**config.mk**
```make
export PLATFORM = sky130hd
export DESIGN_NAME = table_mealy_fsm
export DESIGN_NICKNAME = d
export VERILOG_FILES = /design/src/rtl/table_mealy_fsm.sv
export SDC_FILE = /design/constraint.sdc
export NUM_CORES = 1
export LEC_CHECK = 0
export BUFFER_PORTS_ARGS = -buffer_cell sky130_fd_sc_hd__clkbuf_2
export CAP_MARGIN = 20
export CORE_MARGIN = 1
export CORE_UTILIZATION = 57
export DETAILED_ROUTE_END_ITERATION = 8
export PLACE_DENSITY = 0.82
export SYNTH_ARGS = -nofsm -noshare
export SYNTH_HDL_FRONTEND = slang
export SYNTH_SLANG_ARGS = --single-unit
```
**constraint.sdc**
```tcl
create_clock -name clk -period 4.12 [get_ports clk]
set_input_delay 0.824 -clock clk [delete_from_list [all_inputs] [get_ports clk]]
set_output_delay 0.824 -clock clk [all_outputs]
set_load 0.03 [all_outputs]
```
**src/rtl/table_mealy_fsm.sv**
```systemverilog
// table_mealy_fsm: register-table programmable Mealy automaton with config port and saturating transition counter
module table_mealy_fsm #(
  parameter int IN_W  = 2,
  parameter int OUT_W = 5,
  parameter int ST_W  = 4,
  parameter int N_ST  = 9,
  parameter int CNT_W = 16
) (
  input  logic                  clk,
  input  logic                  res,
  input  logic                  run,
  input  logic [IN_W-1:0]       x,
  output logic [OUT_W-1:0]      t,
  output logic [ST_W-1:0]       state,
  input  logic                  cfg_we,
  input  logic [ST_W+IN_W-1:0]  cfg_addr,
  input  logic [ST_W+OUT_W-1:0] cfg_data,
  output logic                  cfg_err,
  output logic                  bad_st,
  output logic [CNT_W-1:0]      trans_cnt
);
  localparam int A_W = ST_W + IN_W;
  localparam int D_W = ST_W + OUT_W;
  localparam int N_E = N_ST * (2 ** IN_W);
  localparam logic [ST_W:0] n_st_c = N_ST[ST_W:0];
  logic [D_W-1:0] tbl [N_E];
  logic [D_W-1:0] entry;
  logic [ST_W-1:0] nxt, nxt_st;
  logic bad, wr_ok;
  always_comb begin
    entry  = tbl[{state, x}];
    nxt    = entry[D_W-1:OUT_W];
    bad    = !({1'b0, nxt} < n_st_c);
    nxt_st = bad ? '0 : nxt;
    t      = run ? entry[OUT_W-1:0] : '0;
    wr_ok  = cfg_we && !run && ({1'b0, cfg_addr[A_W-1:IN_W]} < n_st_c);
  end
  always_ff @(posedge clk) begin
    if (res) begin
      state     <= '0;
      bad_st    <= 1'b0;
      cfg_err   <= 1'b0;
      trans_cnt <= '0;
      for (int i = 0; i < N_E; i++) tbl[i] <= '0;
    end else begin
      cfg_err <= cfg_we && !wr_ok;
      if (wr_ok) tbl[cfg_addr] <= cfg_data;
      if (run) begin
        state <= nxt_st;
        if (bad) bad_st <= 1'b1;
        if (nxt_st != state && trans_cnt != '1) trans_cnt <= trans_cnt + 1'b1;
      end
    end
  end
endmodule

```
==> impl_metrics.toml, run 1 <==
[status]
status = "finished, final reports clean"

[die]
io_pins = 48
initial_core_util = 0.5815
die_y_um = 215.1
die-area_um2 = 46260
fp-row-count = 77
coreArea_um2 = 44510
dieWidth_um = 215.1

[setup_path]
cpLargestDelayFamily = "multiplexers"
ff2ff_path_depth = 10
crit_type = "input port to output pin"
crit_buf_inv = 3
path_cells = "buf_8, buf_16, mux4_2, mux4_2, mux4_2, and2_4, clkbuf_2"
path_max_fanout = 22
critPathMaxStageDelay_ns = 0.58
cp-start-kind = "input port"
reg2reg_from = "state[1]"
crit_top_cell = "mux4_2"
r2r_end = "trans_cnt[1]"
worstPathArrival_ns = 3.24
crit_slowest_cell = "mux4_2"
worstSetupEndpointType = "output pin"
r2r_slack_ns = 0.61
critPathRequiredTime_ns = 3.30

[yosys]
synth-edff-count = 576
synthArstFlopShare = 0
ys.flop_type = "edfxtp_1"
syn_area_um2 = 25880
yosys_warnings = 0
syn-instance-count = 1498
yosysSeqAreaShare = 0.6853
ys_types = 62
syn_area_per_cell_um2 = 17.28
ys_ff_latch = 598

[cells_and_area]
layout_common_cells = "edfxtp_1 (576), and2_1 (334), conb_1 (252)"
fin_nets = 1888
final_common_cell = "edfxtp_1"
areaGrowthSynthToFinish_pct = 16.62
diodes = 0
n_fill_cell = 2898
drive_gt1_frac = 0.2226
multi_input_area_um2 = 8640
seq_area_um2 = 17740

[clock_tree]
clock_sinks = 598
cts_tree = "yes"
h-tree-depth = 2
worstSkewPairLatency_ns = 0.65
clk_pin_slew_ns = 0.06
cts_buffers = 59
holdBufCountCts = 0
clockBufferDepth = 3
root_buffer = "clkbuf_16"

[route]
routedWlPerCell_um = 22.15
wl_um = 55500
drtPass1Iterations = 5
drc = 0
postRouteAntennaNets = 0
vias_per_cell = 5.708
vias = 14310
drt_iter0_drc = 1434

[grt]
grt_pass1_vias = 14620
antenna_found_initial = 1
grt_usage = 0.2450
grt_max_degree = 65
grt_pass1_wl_um = 84360
grt_overflow = 0

[run]
cap_violations = 0

[placed_design]
dpl_worst_slack_ns = -0.004986
io_buffers = 47
hpwl_um = 35600
place.gp.congestion = 0.8856

[sta]
fmax_mhz = 245.9
hold_slack_ns = 0.4686
setup_viol = 0
fin_skew_ns = 0.04011
worst_pin_slew_ns = 0.7915
maxSlewHeadroom = 0.4683
min_period_ns = 4.066
drv_slew = 0
fin_crit_sh = 0.9869
finalWorstSetupSlack_ns = 0.05380
fin_setup_tns_ns = 0
hold_violations = 0

[hold_path]
hold_class = "flop to flop"
worstHoldStart = "bad_st"
min_to = "bad_st"
holdPathStages = 2

[power]
power.density_nw_per_um2 = 457.2
leakage_nw = 10.94
peakVddDrop_v = 0.0004511
[final cells by class]
cell class / count / share of cell area
multi-input combinational: 1058 / 0.2862
clock buffer: 83 / 0.05294
timing repair buffer: 141 / 0.04079
clock inverter: 26 / 0.006757
tap: 592 / 0.02454
inverter: 8 / 0.0009949
sequential: 598 / 0.5877
[flip-flops by register name (all words and copies together), names as in the netlist]
| name | flops |
|---|---|
| tbl | 576 |
| state | 4 |
| trans_cnt | 16 |
| bad_st | 1 |
| cfg_err | 1 |
[synthesized netlist by cell type (all sizes together), types with 2 or more instances]
cell     count  area share
o211ai       3     0.00087
o2111ai      2     0.00068
nor2b       11      0.0027
nor2        55      0.0080
nand3       15      0.0029
edfxtp     576        0.67
a22oi        9      0.0026
mux2i       28       0.011
nand2       31      0.0045
nand3b       2     0.00058
nor4         2     0.00048
a21oi       21      0.0041
mux2         5      0.0022
a2111oi      2     0.00068
a32oi        2     0.00097
nor3         7      0.0014
a31o         2     0.00068
a21o         2     0.00058
nand4        5      0.0012
o21ai       15      0.0029
nand2b       2     0.00048
nor3b        2     0.00058
or2         38      0.0092
and2       339       0.082
a2bb2oi      2     0.00068
clkbuf      51      0.0074
a21boi       2     0.00058
dfxtp       22       0.017
inv          7      0.0010
or4          3     0.00087
and3         3     0.00073
or3         15      0.0036
buf         34      0.0092
o22ai        2      0.0010
a211oi       2     0.00077
mux4       163        0.14
[tightest hold or removal path, stage by stage (launching register included)]
cell	delay, ns
dfxtp_1	0.32
inv_1	0.05
a21oi_1	0.05
[metal layers]
metal,GRT usage,share of wire,vias to the layer above
met1,0.3258,0.39,7239
met2,0.4049,0.49,670
met4,0.09527,0.033,0
met3,0.04544,0.085,122
met5,0,0,-
li1,-,-,6274
[worst max-delay path by stage]
stage / from / end / cells after the start
after floorplan: x[1] / t[0] / 9
after global placement: x[0] / trans_cnt[3] / 13
after detailed placement: x[0] / trans_cnt[7] / 13
after CTS: x[0] / t[4] / 7
after global routing: x[0] / t[0] / 7
final: x[0] / t[4] / 7
[logic make-up after synthesis]
family          count (synthesis)  share of synthesized area
compound gates                 76                    0.02050
xor+xnor                        1                  0.0003385
fa+ha+maj                       1                  0.0004834
buf+inv                        93                    0.01774
flops                         598                     0.6853
mux                           196                     0.1557
other cells                     1                  0.0001449
simple gates                  532                     0.1197
[power breakdown]
| part | leakage, nW | switching [W] | internal (W) |
|---|---|---|---|
| Combinational | 4.34 | 0.000848 | 0.000679 |
| Sequential | 5.72 | 0.000155 | 0.00707 |
| Clock | 0.878 | 0.00223 | 0.00282 |
| Total | 10.9 | 0.00323 | 0.0106 |
[per-stage QoR]
step / instances / utilization / total power (W) / cell area [µm²]
2_1_floorplan: 1749 / - / 0.008312 / 26940
4_1_cts: 2499 / 0.6747 / 0.01386 / 30030
6_report: 2506 / 0.6781 / 0.01380 / 30180
5_1_grt: 2506 / 0.6781 / 0.01419 / 30180
3_3_place_gp: 2390 / 0.6342 / 0.008778 / 28230
3_5_place_dp: 2390 / 0.6342 / 0.008839 / 28230
[what timing repair did]
action | in CTS | in global routing
setup endpoints to repair | 0 | 1
resized for setup | 0 | 2
buffers inserted | 0 | 0
Note: power is estimated with default switching activity, not from simulation.
==> run 2: changes to the inputs <==
--- a/config.mk
+++ b/config.mk
@@ -10,6 +10,7 @@
 export CORE_MARGIN = 1
 export CORE_UTILIZATION = 57
 export DETAILED_ROUTE_END_ITERATION = 8
+export MAX_ROUTING_LAYER = met4
 export PLACE_DENSITY = 0.82
 export SYNTH_ARGS = -nofsm -noshare
 export SYNTH_HDL_FRONTEND = slang
==> impl_metrics.toml, run 2 (synthesized netlist as in run 1, its figures left out) <==
[cells_and_area]
layout_common_cells = "edfxtp_1 (576), and2_1 (334), conb_1 (252)"
largest_reg_flops = 576
n_fill_cell = 2895
areaGrowthSynthToFinish_pct = 16.59
drive_gt1_frac = 0.2226
largest-register = "tbl"
fin_nets = 1888
final_common_cell = "edfxtp_1"
diodes = 0
top_regs = "tbl x576, trans_cnt x16, state x4"

[route]
drc = 0
wl_um = 55530
postRouteAntennaNets = 0
vias = 14290
routedWlPerCell_um = 22.16
drt_iter0_drc = 1513
vias_per_cell = 5.700
drtPass1Iterations = 5

[grt]
grt_usage = 0.2529
grt_max_degree = 65
grt_pass1_wl_um = 84350
antenna_found_initial = 1
grt_pass1_vias = 14590
grt_overflow = 0

[sta]
hold_violations = 0
worst_pin_slew_ns = 0.8208
rsz0062_at_grt = "false"
min_period_ns = 4.066
drv_slew = 0
fin_skew_ns = 0.03676
setup_viol = 0
maxSlewHeadroom = 0.4486
fmax_mhz = 245.9
hold_slack_ns = 0.4680
fin_crit_sh = 0.9869

[power]
netSwitchingPower_w = 0.003237
total_power_w = 0.01381
intPower_w = 0.01057
swShare = 0.2345
power_frac_clock = 0.366
seq_power_share = 0.523
p_comb_frac = 0.111
power.density_nw_per_um2 = 457.6
leakage_nw = 10.93
peakVddDrop_v = 0.0004545

[die]
io_pins = 48
initial_core_util = 0.5815
fp-row-count = 77
coreArea_um2 = 44510
die_y_um = 215.1
die-area_um2 = 46260
dieWidth_um = 215.1

[placed_design]
hpwl_um = 35600
place.gp.congestion = 0.9040
io_buffers = 47

[clock_tree]
root_buffer = "clkbuf_16"
h-tree-depth = 2
clock_sinks = 598
clk_pin_slew_ns = 0.06
worstSkewPairLatency_ns = 0.66
clockBufferDepth = 3
cts_tree = "yes"
cts_buffers = 59
postCtsSetupRepairBufs = 0

[setup_path]
crit_slowest_cell = "mux4_2"
cpLargestDelayFamily = "multiplexers"
r2r_end = "trans_cnt[7]"
critPathMaxStageDelay_ns = 0.58
worstSetupEndpointType = "output pin"
cp-start-kind = "input port"
path_max_fanout = 22
worst-path-stages = 7
ff2ff_path_depth = 9
critPathRequiredTime_ns = 3.30
crit_buf_inv = 3
path_cells = "buf_8, buf_12, mux4_2, mux4_2, mux4_2, and2_4, clkbuf_2"
worstPathArrival_ns = 3.24
r2r_slack_ns = 0.59
crit_type = "input port to output pin"
reg2reg_from = "state[1]"
crit_top_cell = "mux4_2"

[hold_path]
hold_class = "flop to flop"
worstHoldStart = "bad_st"
holdPathStages = 2
min_to = "bad_st"

[status]
status = "finished, final reports clean"

[run]
cap_violations = 0
[run 2: cell count changes in the layout (fill, tap and decap cells not counted)]
cell    change
buf_12      +1
buf_16      -1
[run 2: through the flow]
stage	setup slack [ns]	instances	instance area, µm²	util	TNS [ns]
6_report	0.05395	2506	30180	0.6779	0
5_1_grt	0.006019	2506	30180	0.6779	0
4_1_cts	0.06120	2499	30030	0.6747	0
3_5_place_dp	-0.004986	2390	28230	0.6342	-0.007855
3_3_place_gp	0.03931	2390	28230	0.6342	0
2_1_floorplan	0.003054	1749	26940	-	0
[run 2: routing by layer]
layer / track usage / share of wire / up-vias
met5: - / 0 / -
met3: 0.04317 / 0.082 / 110
li1: - / - / 6273
met4: 0.08818 / 0.030 / 0
met1: 0.3283 / 0.39 / 7230
met2: 0.4079 / 0.50 / 672
[run 2: how the worst max path moves through the flow]
stage / from / endpoint / slack, ns
6_report: x[0] / t[4] / 0.05
5_1_grt: x[0] / t[0] / 0.006
3_5_place_dp: x[0] / trans_cnt[7] / -0.005
3_3_place_gp: x[0] / trans_cnt[3] / 0.04
4_1_cts: x[0] / t[4] / 0.06
2_1_floorplan: x[1] / t[0] / 0.003
[run 2: area by class of cell]
cell class,instances,area (µm²),share of cell area
clock buffers,83,1598,0.05295
clock inverters,26,203.9,0.006759
inverters,8,30.03,0.0009951
multi-input cells,1058,8640,0.2863
flip-flops and latches,598,17740,0.5879
well taps,592,740.7,0.02455
repair buffers,141,1224,0.04055
[run 2: repair_timing]
item | in CTS | in global routing
setup endpoints to repair | 0 | 1
hold buffers | 0 | 0
hold endpoints to repair | 0 | 0
gates resized for setup | 0 | 1
[run 2: power by group through the flow]
stage | clock network, W | logic [W] | registers, W
floorplan | 0 | 0.00102 | 0.00730
global placement | 0 | 0.00146 | 0.00732
detailed placement | 0 | 0.00149 | 0.00735
CTS | 0.00514 | 0.00150 | 0.00723
global route | 0.00533 | 0.00161 | 0.00726
finish | 0.00506 | 0.00153 | 0.00722
[run 2: tightest hold or removal path, delay by kind of cell (launching register included)]
family	cells	cell delay [ns]
flops	1	0.32
compound gates	1	0.05
buf+inv	1	0.05
==> run 3: changes to the inputs <==
--- a/config.mk
+++ b/config.mk
@@ -7,8 +7,10 @@
 export LEC_CHECK = 0
 export BUFFER_PORTS_ARGS = -buffer_cell sky130_fd_sc_hd__clkbuf_2
 export CAP_MARGIN = 20
+export CELL_PAD_IN_SITES_DETAIL_PLACEMENT = 1
+export CELL_PAD_IN_SITES_GLOBAL_PLACEMENT = 1
 export CORE_MARGIN = 1
-export CORE_UTILIZATION = 57
+export CORE_UTILIZATION = 49
 export DETAILED_ROUTE_END_ITERATION = 8
 export MAX_ROUTING_LAYER = met4
 export PLACE_DENSITY = 0.82
==> impl_metrics.toml, run 3 (synthesized netlist as in run 1, its figures left out) <==
[run]
cap_violations = 0

[cells_and_area]
largest-register = "tbl"
areaGrowthSynthToFinish_pct = 17.25
final_common_cell = "edfxtp_1"
fin_nets = 1878
largest_reg_flops = 576
layout_common_cells = "edfxtp_1 (576), and2_1 (334), conb_1 (252)"
drive_gt1_frac = 0.2262
design_area_um2 = 30350
n_fill_cell = 4827
top_regs = "tbl x576, trans_cnt x16, state x4"

[grt]
grt_pass1_vias = 15720
gr-usage-met3 = 0.03684
grt_overflow = 0
grt_busiest_layer = "met2"
grt_pass1_wl_um = 98930
grt_usage = 0.2582
grt_max_degree = 60
grt.met1_usage = 0.3295
grt_util_met2 = 0.4297
antenna_found_initial = 4

[setup_path]
crit_type = "input port to output pin"
cp-start-kind = "input port"
critPathRequiredTime_ns = 3.30
crit_path_start = "x[0]"
crit_buf_inv = 3
path_cells = "buf_16, buf_16, mux4_2, mux4_2, mux4_2, and2_4, buf_2"
path_max_fanout = 22
worstPathArrival_ns = 3.27
worstSetupEndpointType = "output pin"
reg2reg_from = "state[0]"
crit_slowest_cell = "mux4_2"
crit_top_cell = "mux4_2"
cpLargestDelayFamily = "multiplexers"
r2r_slack_ns = 0.61
critPathMaxStageDelay_ns = 0.57

[placed_design]
place_area_um2 = 28280
hpwl_um = 42890
dpl_worst_slack_ns = -0.1005
place.gp.congestion = 0.8785
io_buffers = 47

[die]
die-area_um2 = 53740
fp-row-count = 83
initial_core_util = 0.5004
die_y_um = 231.8
io_pins = 48
dieWidth_um = 231.8
coreArea_um2 = 51720

[power]
seq_power_share = 0.500
power_frac_clock = 0.389
swShare = 0.2376
intPower_w = 0.01101
netSwitchingPower_w = 0.003432
leakage_nw = 10.94
peakVddDrop_v = 0.0004116
p_comb_frac = 0.111
total_power_w = 0.01445
power.density_nw_per_um2 = 476.1

[sta]
drv_slew = 0
hold_violations = 0
rsz0062_at_grt = "true"
finalWorstSetupSlack_ns = 0.02854
hold_slack_ns = 0.4830
fin_skew_ns = 0.01497
setup_viol = 0
maxSlewHeadroom = 0.3961
worst_pin_slew_ns = 0.8806
fin_crit_sh = 0.9931
fmax_mhz = 244.4
min_period_ns = 4.091
fin_setup_tns_ns = 0

[clock_tree]
root_buffer = "clkbuf_16"
clock_sinks = 598
clockBufferDepth = 3
clk_pin_slew_ns = 0.06
cts_tree = "yes"
cts_buffers = 61
holdBufCountCts = 0
worstSkewPairLatency_ns = 0.63
h-tree-depth = 2

[route]
postRouteAntennaNets = 0
drc = 0
vias = 14590
drt_iter0_drc = 1255
routedWlPerCell_um = 25.16
vias_per_cell = 5.631
drtPass1Iterations = 5
wl_um = 65200

[status]
status = "finished, final reports clean"

[hold_path]
worstHoldStart = "bad_st"
hold_class = "flop to flop"
run 3: what timing repair did:
action                                 in CTS  in global routing
setup buffers                               0                  0
resized for setup                           4                  2
setup endpoints to repair                   5                  2
endpoints found under the hold margin       0                  0
gates cloned                                0                  0
run 3: power groups by stage:
stage                     logic (W)  registers, W  clock network [W]
after floorplan             0.00102       0.00730                  0
after global placement      0.00153       0.00730                  0
after detailed placement    0.00157       0.00735                  0
after CTS                   0.00159       0.00723            0.00571
after global routing        0.00169       0.00725            0.00593
final                       0.00160       0.00722            0.00563
run 3: layout make-up:
| cell class | instances | area, µm² | share of cell area |
|---|---|---|---|
| inverter | 8 | 30.03 | 0.0009895 |
| clock inverter | 43 | 427.9 | 0.01410 |
| sequential | 598 | 17740 | 0.5846 |
| tap | 680 | 850.8 | 0.02804 |
| timing repair buffer | 129 | 1045 | 0.03443 |
| clock buffer | 69 | 1599 | 0.05269 |
| multi-input combinational | 1058 | 8640 | 0.2847 |
| antenna | 6 | 15.01 | 0.0004948 |
run 3: worst paths after layout:
| kind | cells after the start | endpoint |
|---|---|---|
| worst max-delay path | 7 | t[1] |
| worst min-delay path | 2 | bad_st |
| worst min register to register | 2 | bad_st |
| worst max register to register | 11 | trans_cnt[5] |
run 3: through the flow:
step / utilization / std cells
finish: 0.5868 / 2591
global route: 0.5868 / 2591
CTS: 0.5865 / 2585
detailed placement: 0.5468 / 2473
floorplan: - / 1749
global placement: 0.5468 / 2473
run 3: routing by layer:
layer / part of all wire / routed length [µm]
met1: 0.40 / 25880
met2: 0.51 / 33370
met3: 0.063 / 4130
met4: 0.028 / 1823
met5: 0 / 0
run 3: worst register-to-register path: stages, from the launching register on:
cell and delay [ns]:
dfxtp_2 0.33, inv_1 0.41, buf_4 0.23, nand2_1 0.07
a32o_1 0.26, nor4_1 0.66, or4_1 0.23, a21boi_1 0.07
o32a_1 0.39, buf_12 0.17, nor3_1 0.22, mux2_2 0.35
